`src/rtl/riscv_lsu.sv`:
```
// rtl/riscv_lsu.sv - handshaked load/store unit with split misaligned beats
module riscv_lsu #(
    parameter int XLEN             = 32,
    parameter int ADDR_W           = 32,
    parameter int SPLIT_MISALIGNED = 1
) (
    input  logic                I_clk,
    input  logic                I_rst_n,
    input  logic                I_req_valid,
    output logic                O_req_ready,
    input  logic                I_req_we,
    input  logic [2:0]          I_req_funct3,
    input  logic [ADDR_W-1:0]   I_req_addr,
    input  logic [XLEN-1:0]     I_req_wdata,
    input  logic [4:0]          I_req_rd,
    output logic                O_rsp_valid,
    output logic [XLEN-1:0]     O_rsp_rdata,
    output logic [4:0]          O_rsp_rd,
    output logic                O_rsp_err,
    output logic                O_mem_valid,
    input  logic                I_mem_ready,
    output logic [ADDR_W-1:0]   O_mem_addr,
    output logic                O_mem_we,
    output logic [XLEN/8-1:0]   O_mem_wmask,
    output logic [XLEN-1:0]     O_mem_wdata,
    input  logic                I_mem_rvalid,
    input  logic [XLEN-1:0]     I_mem_rdata
);
    localparam int NB    = XLEN / 8;
    localparam int OFF_W = $clog2(NB);

    typedef enum logic [2:0] {
        S_IDLE,
        S_REQ0,
        S_WAIT0,
        S_REQ1,
        S_WAIT1,
        S_RSP,
        S_ERR
    } state_t;

    state_t state, state_nxt;

    logic                r_we;
    logic [2:0]          r_funct3;
    logic [OFF_W-1:0]    r_off;
    logic [4:0]          r_rd;
    logic [ADDR_W-1:0]   r_addr0;
    logic [2*XLEN-1:0]   r_wvec;
    logic [2*NB-1:0]     r_mvec;
    logic                r_split;
    logic [XLEN-1:0]     r_beat0;
    logic [XLEN-1:0]     r_beat1;

    logic [OFF_W-1:0]    req_off;
    logic [4:0]          req_size;
    logic                req_legal;
    logic                req_misal;
    logic                req_cross;
    logic                req_err;
    logic                req_split;
    logic [2*XLEN-1:0]   req_wvec;
    logic [2*NB-1:0]     req_mvec;

    logic [XLEN-1:0]     ld_vec;
    logic [XLEN-1:0]     ld_ext;
    logic                ld_sx;

    // Request decode: legality, alignment and the two-beat store data/mask vectors.
    always_comb begin
        req_off  = I_req_addr[OFF_W-1:0];
        req_size = 5'd1 << I_req_funct3[1:0];
        case (I_req_funct3)
            3'b000, 3'b001, 3'b010: req_legal = 1'b1;
            3'b100, 3'b101:         req_legal = !I_req_we;
            3'b011:                 req_legal = (XLEN == 64);
            3'b110:                 req_legal = (XLEN == 64) && !I_req_we;
            default:                req_legal = 1'b0;
        endcase
        req_misal = ((5'(req_off)) & (req_size - 5'd1)) != 5'd0;
        req_cross = (5'(req_off) + req_size) > 5'(NB);
        req_err   = !req_legal || ((SPLIT_MISALIGNED == 0) && req_misal);
        req_split = (SPLIT_MISALIGNED != 0) && req_cross;
        req_wvec  = {{XLEN{1'b0}}, I_req_wdata} << {req_off, 3'b000};
        req_mvec  = '0;
        for (int i = 0; i < 2 * NB; i++) begin
            if ((5'(i) >= 5'(req_off)) && (5'(i) < 5'(req_off) + req_size)) begin
                req_mvec[i] = 1'b1;
            end
        end
    end

    always_ff @(posedge I_clk) begin
        if (!I_rst_n) begin
            state    <= S_IDLE;
            r_we     <= 1'b0;
            r_funct3 <= '0;
            r_off    <= '0;
            r_rd     <= '0;
            r_addr0  <= '0;
            r_wvec   <= '0;
            r_mvec   <= '0;
            r_split  <= 1'b0;
            r_beat0  <= '0;
            r_beat1  <= '0;
        end else begin
            state <= state_nxt;
            if (state == S_IDLE && I_req_valid) begin
                r_we     <= I_req_we;
                r_funct3 <= I_req_funct3;
                r_off    <= req_off;
                r_rd     <= I_req_rd;
                r_addr0  <= {I_req_addr[ADDR_W-1:OFF_W], {OFF_W{1'b0}}};
                r_wvec   <= req_wvec;
                r_mvec   <= req_mvec;
                r_split  <= req_split;
                r_beat0  <= '0;
                r_beat1  <= '0;
            end
            if (state == S_WAIT0 && I_mem_rvalid) begin
                r_beat0 <= I_mem_rdata;
            end
            if (state == S_WAIT1 && I_mem_rvalid) begin
                r_beat1 <= I_mem_rdata;
            end
        end
    end

    always_comb begin
        state_nxt = state;
        case (state)
            S_IDLE: begin
                if (I_req_valid) begin
                    state_nxt = req_err ? S_ERR : S_REQ0;
                end
            end
            S_REQ0: begin
                if (I_mem_ready) begin
                    if (!r_we) begin
                        state_nxt = S_WAIT0;
                    end else begin
                        state_nxt = r_split ? S_REQ1 : S_RSP;
                    end
                end
            end
            S_WAIT0: begin
                if (I_mem_rvalid) begin
                    state_nxt = r_split ? S_REQ1 : S_RSP;
                end
            end
            S_REQ1: begin
                if (I_mem_ready) begin
                    state_nxt = r_we ? S_RSP : S_WAIT1;
                end
            end
            S_WAIT1: begin
                if (I_mem_rvalid) begin
                    state_nxt = S_RSP;
                end
            end
            S_RSP:   state_nxt = S_IDLE;
            S_ERR:   state_nxt = S_IDLE;
            default: state_nxt = S_IDLE;
        endcase
    end

    // Load assembly: a single-beat load leaves beat1 at zero from capture.
    always_comb begin
        ld_vec = XLEN'({r_beat1, r_beat0} >> {r_off, 3'b000});
        ld_sx  = !r_funct3[2];
        case (r_funct3[1:0])
            2'b00:   ld_ext = XLEN'(signed'({ld_sx & ld_vec[7], ld_vec[7:0]}));
            2'b01:   ld_ext = XLEN'(signed'({ld_sx & ld_vec[15], ld_vec[15:0]}));
            2'b10:   ld_ext = XLEN'(signed'({ld_sx & ld_vec[31], ld_vec[31:0]}));
            default: ld_ext = ld_vec;
        endcase
    end

    always_comb begin
        O_req_ready = (state == S_IDLE);
        O_mem_valid = 1'b0;
        O_mem_addr  = '0;
        O_mem_we    = 1'b0;
        O_mem_wmask = '0;
        O_mem_wdata = '0;
        O_rsp_valid = 1'b0;
        O_rsp_err   = 1'b0;
        O_rsp_rd    = '0;
        O_rsp_rdata = '0;
        case (state)
            S_REQ0: begin
                O_mem_valid = 1'b1;
                O_mem_addr  = r_addr0;
                O_mem_we    = r_we;
                if (r_we) begin
                    O_mem_wmask = r_mvec[NB-1:0];
                    O_mem_wdata = r_wvec[XLEN-1:0];
                end
            end
            S_REQ1: begin
                O_mem_valid = 1'b1;
                O_mem_addr  = r_addr0 + ADDR_W'(NB);
                O_mem_we    = r_we;
                if (r_we) begin
                    O_mem_wmask = r_mvec[2*NB-1:NB];
                    O_mem_wdata = r_wvec[2*XLEN-1:XLEN];
                end
            end
            S_RSP: begin
                O_rsp_valid = 1'b1;
                O_rsp_rd    = r_rd;
                if (!r_we) begin
                    O_rsp_rdata = ld_ext;
                end
            end
            S_ERR: begin
                O_rsp_valid = 1'b1;
                O_rsp_err   = 1'b1;
                O_rsp_rd    = r_rd;
            end
            default: ;
        endcase
    end
endmodule

```
`config.mk`:
```
export PLATFORM = sky130hd
export DESIGN_NAME = riscv_lsu
export DESIGN_NICKNAME = d
export VERILOG_FILES = /design/src/rtl/riscv_lsu.sv
export SDC_FILE = /design/constraint.sdc
export NUM_CORES = 1
export LEC_CHECK = 0
export CORE_UTILIZATION = 32
export DETAILED_ROUTE_END_ITERATION = 16
export PLACE_DENSITY = 0.54
export SETUP_SLACK_MARGIN = 0.3
export SLEW_MARGIN = 40
export SYNTH_ARGS = -nofsm -noshare
export SYNTH_HDL_FRONTEND = slang
export SYNTH_SLANG_ARGS = --single-unit
```
`constraint.sdc`:
```
create_clock -name I_clk -period 2.88 [get_ports I_clk]
set_clock_uncertainty 0.05 [all_clocks]
set_input_delay 0.864 -clock I_clk [delete_from_list [all_inputs] [get_ports I_clk]]
set_output_delay 0.864 -clock I_clk [all_outputs]
set_load 0.1 [all_outputs]
```
==> Yosys cells after proc, flatten, opt, wreduce, memory -nomap -nowiden <==
Cells that the tools add are included.
{ "classes": {"reduce_logical": 18, "eq_ne": 16, "magnitude_cmp": 12, "mux": 37, "bitwise_logic": 2, "shifts": 3, "addsub": 2} }
{ "op_table": {"columns": ["operator", "count"], "rows": [
  ["$mux 32", 7],
  ["$pmux 32 s2", 3],
  ["$shl 32x5->64", 1],
  ["$shr 64x5->32", 1],
  ["$add 32x3->32 const B", 1],
  ["$mux 3", 8],
  ["$lt 3x5->1 const A", 4],
  ["$eq 3x3->1 const B", 5],
  ["$pmux 3 s5", 1],
  ["$mux 1", 13],
  ["$lt 1x5->1 const A", 2],
  ["$lt 2x5->1 const A", 2],
  ["$ne 2x2->1 const B", 5],
  ["$eq 3x2->1 const B", 3],
  ["$mux 4", 2],
  ["$pmux 4 s2", 1],
  ["$eq 3x1->1 const B", 2],
  ["$logic_and 1x1->1", 6],
  ["$logic_not 3->1", 2],
  ["$reduce_or 2->1", 3],
  ["$add 2x5->5", 1],
  ["$gt 5x3->1 const B", 1],
  ["$mux 5", 1],
  ["$reduce_and 5->1", 1],
  ["10 further kinds", 14]
]} }
{ "word_totals": {"reg_bits": 181, "input_bits": 110} }

==> Longest topological paths before layout <==
Gate-level depths: netlist of the first run.
{ "depth": {"ltp_word": 6, "ltp_mapped": 8, "depth_no_buf": 8} }

==> Worst setup path after synthesis of the first run <==
Ideal clock, no wire load.
{ "synth_timing": {"kind": "register -> output", "startpoint": "register r_off[0]", "endpoint": "output port O_rsp_rdata[24]", "stages_incl_launch_ff": 7, "t_arrival_ns": 3.541, "slack_ns": -1.575, "n_path_buf": 3, "path_cell_list": "dfxtp_1 > buf_2 > buf_2 > clkbuf_1 > mux4_2 > inv_1 > o21ai_0"} }
{ "synth_via": {"elab_chain_cells": 5} }
{ "synth_rtl": {"columns": ["element", "line", "source"], "rows": [
  ["start, declared", "46", "logic [OFF_W-1:0] r_off;"],
  ["start signal, assigned", "111", "r_off <= req_off;"],
  ["$shr 64x5->32 (*)", "169", "ld_vec = XLEN'({r_beat1, r_beat0} >> {r_off, 3'b000});"],
  ["$and 1x1->1, on equally long branches", "173, 172", null],
  ["$pmux 32 s2 (*)", "171", "case (r_funct3[1:0])"],
  ["$mux 32 (*)", "212", "if (!r_we) begin"],
  ["$mux 32 (*)", "190", "case (state)"],
  ["end, declared", "17", "output logic [XLEN-1:0] O_rsp_rdata,"]
]} }
Mark *: on every way between the ends. The rest lies on a longest branch, timed or not.

==> Worst setup path in the final report of the first run <==
{ "layout_timing": {"startpoint": "register r_addr0[2]", "endpoint": "output port O_mem_addr[28]"} }
{ "layout_via": {"elab_chain_cells": 2} }
{ "layout_rtl": {"columns": ["element", "line", "source"], "rows": [
  ["start, declared", "48", "logic [ADDR_W-1:0] r_addr0;"],
  ["start signal, assigned", "113", "r_addr0 <= {I_req_addr[ADDR_W-1:OFF_W], {OFF_W{1'b0}}};"],
  ["$add 32x3->32", "202", "O_mem_addr = r_addr0 + ADDR_W'(NB);"],
  ["$pmux 32 s2", "190", null],
  ["end, declared", "22", "output logic [ADDR_W-1:0] O_mem_addr,"]
]} }
No other way between the ends.

==> flow_metrics.py, run 1 <==
metrics = {
    "synth": {
        "netlist.area_leader.share_pct": 36.62,
        "yosys_warnings": 0,
        "yosys-top-cells-area": "dfxtp_1 37%, a21oi_1 9.9%, nand2_1 9.3%",
        "yosys.cell_types.count": 50,
        "yosys_most_used_dff": "dfxtp_1",
        "synth-edff-count": 0,
        "netlist_area_sq_um": 8965,
        "yosysTopAreaCell": "dfxtp_1",
        "async_flop_share_pct": 0,
        "netlist_instances": 1159,
        "seq_area_frac_synth_pct": 36.62,
        "ys_ff_latch": 164,
        "avgSynthCellArea_sq_um": 7.735,
    },
    "timing": {
        "setup_viol": 51,
        "fin_setup_tns_ns": -10.36,
        "relSlewSlack_pct": 61.97,
        "max_freq_mhz": 301.8,
        "finalCritPeriodShare_pct": 115.0,
        "slew_viol_final": 0,
        "period_minus_slack_ns": 3.313,
        "worst_pin_slew_ns": 0.5699,
        "setup_ws_ns": -0.4332,
        "finalHoldViolations": 0,
        "grt_setup_unrepaired": "yes",
    },
    "drt": {
        "first_pass_iters": 5,
        "wire_per_inst_um": 18.41,
        "via_per_inst": 5.192,
        "drt_iter0_markers": 602,
        "vias": 9429,
        "wl_um": 33440,
        "drc": 0,
        "ant_nets": 0,
    },
    "pwr": {
        "clockPowerShare_pct": 21.0,
        "p_int_w": 0.006391,
        "peakVddDrop_v": 0.0004789,
        "share_comb_of_total_power_pct": 51.3,
        "p_per_area_nw_per_um2": 663.7,
        "seqPwrFrac_pct": 27.7,
        "swShare_pct": 40.85,
        "power_switching_w": 0.004415,
        "power_leakage_nw": 5.408,
    },
    "job": {
        "drv_cap": 0,
    },
    "clock_network": {
        "cts_hold_buffers": 0,
        "h-tree-depth": 4,
        "root_buffer": "clkbuf_16",
        "cts.clk_slew.worst_paths_ns": 0.07,
        "cts_buffers": 17,
        "clock_latency_ns": 0.43,
        "cts_sinks": 164,
        "clockBufferDepth": 2,
        "cts_tree": "yes",
    },
    "die": {
        "die-area_sq_um": 28690,
        "initial_utilization_pct": 32.90,
        "die_w_um": 169.4,
        "io_pins": 220,
        "die_h_um": 169.4,
        "fp.coreArea_sq_um": 27250,
        "rows": 60,
    },
    "global_route": {
        "grt_pass1_wl_um": 51180,
        "grt_max_degree": 79,
        "antenna_found_initial": 1,
        "grt_pass1_vias": 9223,
        "gr-total-overflow": 0,
        "grt_usage_pct": 22.90,
    },
    "critical_path": {
        "cp_cell_sequence": "ha_2 -> nand2_2 -> or4_4 -> or4_4 -> a21oi_4 -> buf_12",
        "endpoint_kind": "output port",
        "worstPathRequired_ns": 1.97,
        "max_stage_delay_ns": 0.52,
        "cp_max_fo": 8,
        "cp_common_cell": "or4_4",
        "critPathLaunchType": "flip-flop",
        "crit_type": "reg2out",
        "crit_arrival_ns": 2.40,
        "cp_slowest_cell": "or4_4",
    },
    "layout": {
        "fillCellCount": 2317,
        "final_core_util_pct": 59.74,
        "regArea_sq_um": 3322,
        "area_growth_pct": 81.60,
        "drive_above_1_share_pct": 37.84,
        "mostFrequentLayoutCells": "210 x nand2_1, 151 x a21oi_1, 147 x dfxtp_1",
        "multiInputGateArea_sq_um": 6807,
        "fin_nets": 1545,
        "final_common_cell": "nand2_1",
    },
    "worst_hold_path": {
        "hp-class": "reg2reg",
    },
    "status": {
        "status": "complete, but fails checks",
        "violations": "negative setup slack",
    },
    "place": {
        "port_buffers": 217,
        "dp_hpwl_um": 22110,
        "gp_congestion": 0.8241,
    },
}
power groups by stage:
stage	clock, W	combinational (W)	sequential, W
after floorplan	0	0.00290	0.00290
after global placement	0	0.00418	0.00295
after detailed placement	0	0.00419	0.00297
after CTS	0.00232	0.00522	0.00298
after global routing	0.00241	0.00588	0.00304
final	0.00227	0.00554	0.00300
timing repair:
action                                  in CTS  in global routing
setup buffers                               34                  9
pin swaps                                   47                 30
gates resized for setup                    151                 45
cloned                                      11                  5
endpoints found under the hold margin        0                  0
endpoints found under the setup margin     107                175
sequential cells by signal, summed over array words and instances (netlist names):
name	flops
r_mvec	8
r_we	1
r_rd	5
r_wvec	56
r_off	2
state	3
r_addr0	30
r_funct3	3
r_beat0	32
r_beat1	24
synthesized netlist by cell type (all sizes together), types with 13 or more instances:
| cell | instances |
|---|---|
| mux4 | 31 |
| clkbuf | 80 |
| nor2 | 76 |
| inv | 30 |
| mux2i | 47 |
| a21oi | 178 |
| nor3 | 22 |
| buf | 24 |
| mux2 | 13 |
| nand3 | 97 |
| nand2 | 221 |
| o21ai | 37 |
| nor2b | 13 |
| dfxtp | 164 |
layer usage:
metal  vias up  GRT usage, %  share of wire [%]
met5         -             0                  0
met4         0         5.915                1.6
met3        36         4.991                5.6
met2       269         37.88                 49
met1      4503         30.12                 44
li1       4621             -                  -
final timing paths:
kind         slack [ns]  startpoint  cells past startpoint              to
max               -0.43  r_addr0[2]                      6  O_mem_addr[28]
min                0.40   r_wvec[5]                      2       r_wvec[5]
max reg2reg        0.37    state[1]                     11     r_beat1[18]
min reg2reg        0.40   r_wvec[5]                      2       r_wvec[5]
logic make-up (layout without fill, tap and decap cells):
kind of cell,Yosys count,count (layout),synth area share [%]
other,1,3,0.04183
buffers and inverters,135,416,5.904
and+or+nand+nor,496,498,25.29
adders and majority gates,4,4,0.6421
xor gates and xnor gates,11,11,1.075
muxes,91,91,14.67
DFF,164,164,36.62
AOI/OAI and AO/OA,257,257,15.76
final cells by class:
class                           instances  share of cell area, %
Clock inverter                         12                 0.7224
Sequential cell                       164                  20.40
Clock buffer                           19                  2.851
Timing Repair Buffer                  354                  30.56
Tap cell                              372                  2.859
Multi-Input combinational cell        863                  41.81
Antenna cell                            1                0.01537
Inverter                               31                 0.7762
stage by stage:
step / cell area, sq um / cells / power [W] / worst slack (ns) / hold slack [ns]
floorplan: 10160 / 1160 / 0.005796 / -0.2367 / 0.3812
finish: 16280 / 1816 / 0.01081 / -0.4332 / 0.4000
global placement: 14030 / 1725 / 0.007129 / 0.01989 / 0.3873
detailed placement: 14030 / 1725 / 0.007159 / -0.006745 / 0.3948
global route: 16280 / 1816 / 0.01133 / -0.5023 / 0.4230
CTS: 15880 / 1801 / 0.01052 / -0.4438 / 0.4037
critical path, delay by kind of cell, from the launching register on:
family	cells	cell delay (ns)
AND/OR/NAND/NOR	3	1.08
flip-flops	1	0.37
buffers and inverters	1	0.19
adder cells (fa/ha/maj)	1	0.18
AO/OA/AOI/OAI	1	0.16
Power figures use the tool's default switching activity.
==> inputs of run 2 (changes only) <==
--- a/config.mk
+++ b/config.mk
@@ -6,6 +6,7 @@
 export NUM_CORES = 1
 export LEC_CHECK = 0
 export CORE_UTILIZATION = 32
+export CTS_CLUSTER_SIZE = 28
 export DETAILED_ROUTE_END_ITERATION = 16
 export PLACE_DENSITY = 0.54
 export SETUP_SLACK_MARGIN = 0.3
==> results of run 2 <==
Final layout, timing and power as in run 1 (identical DEF).
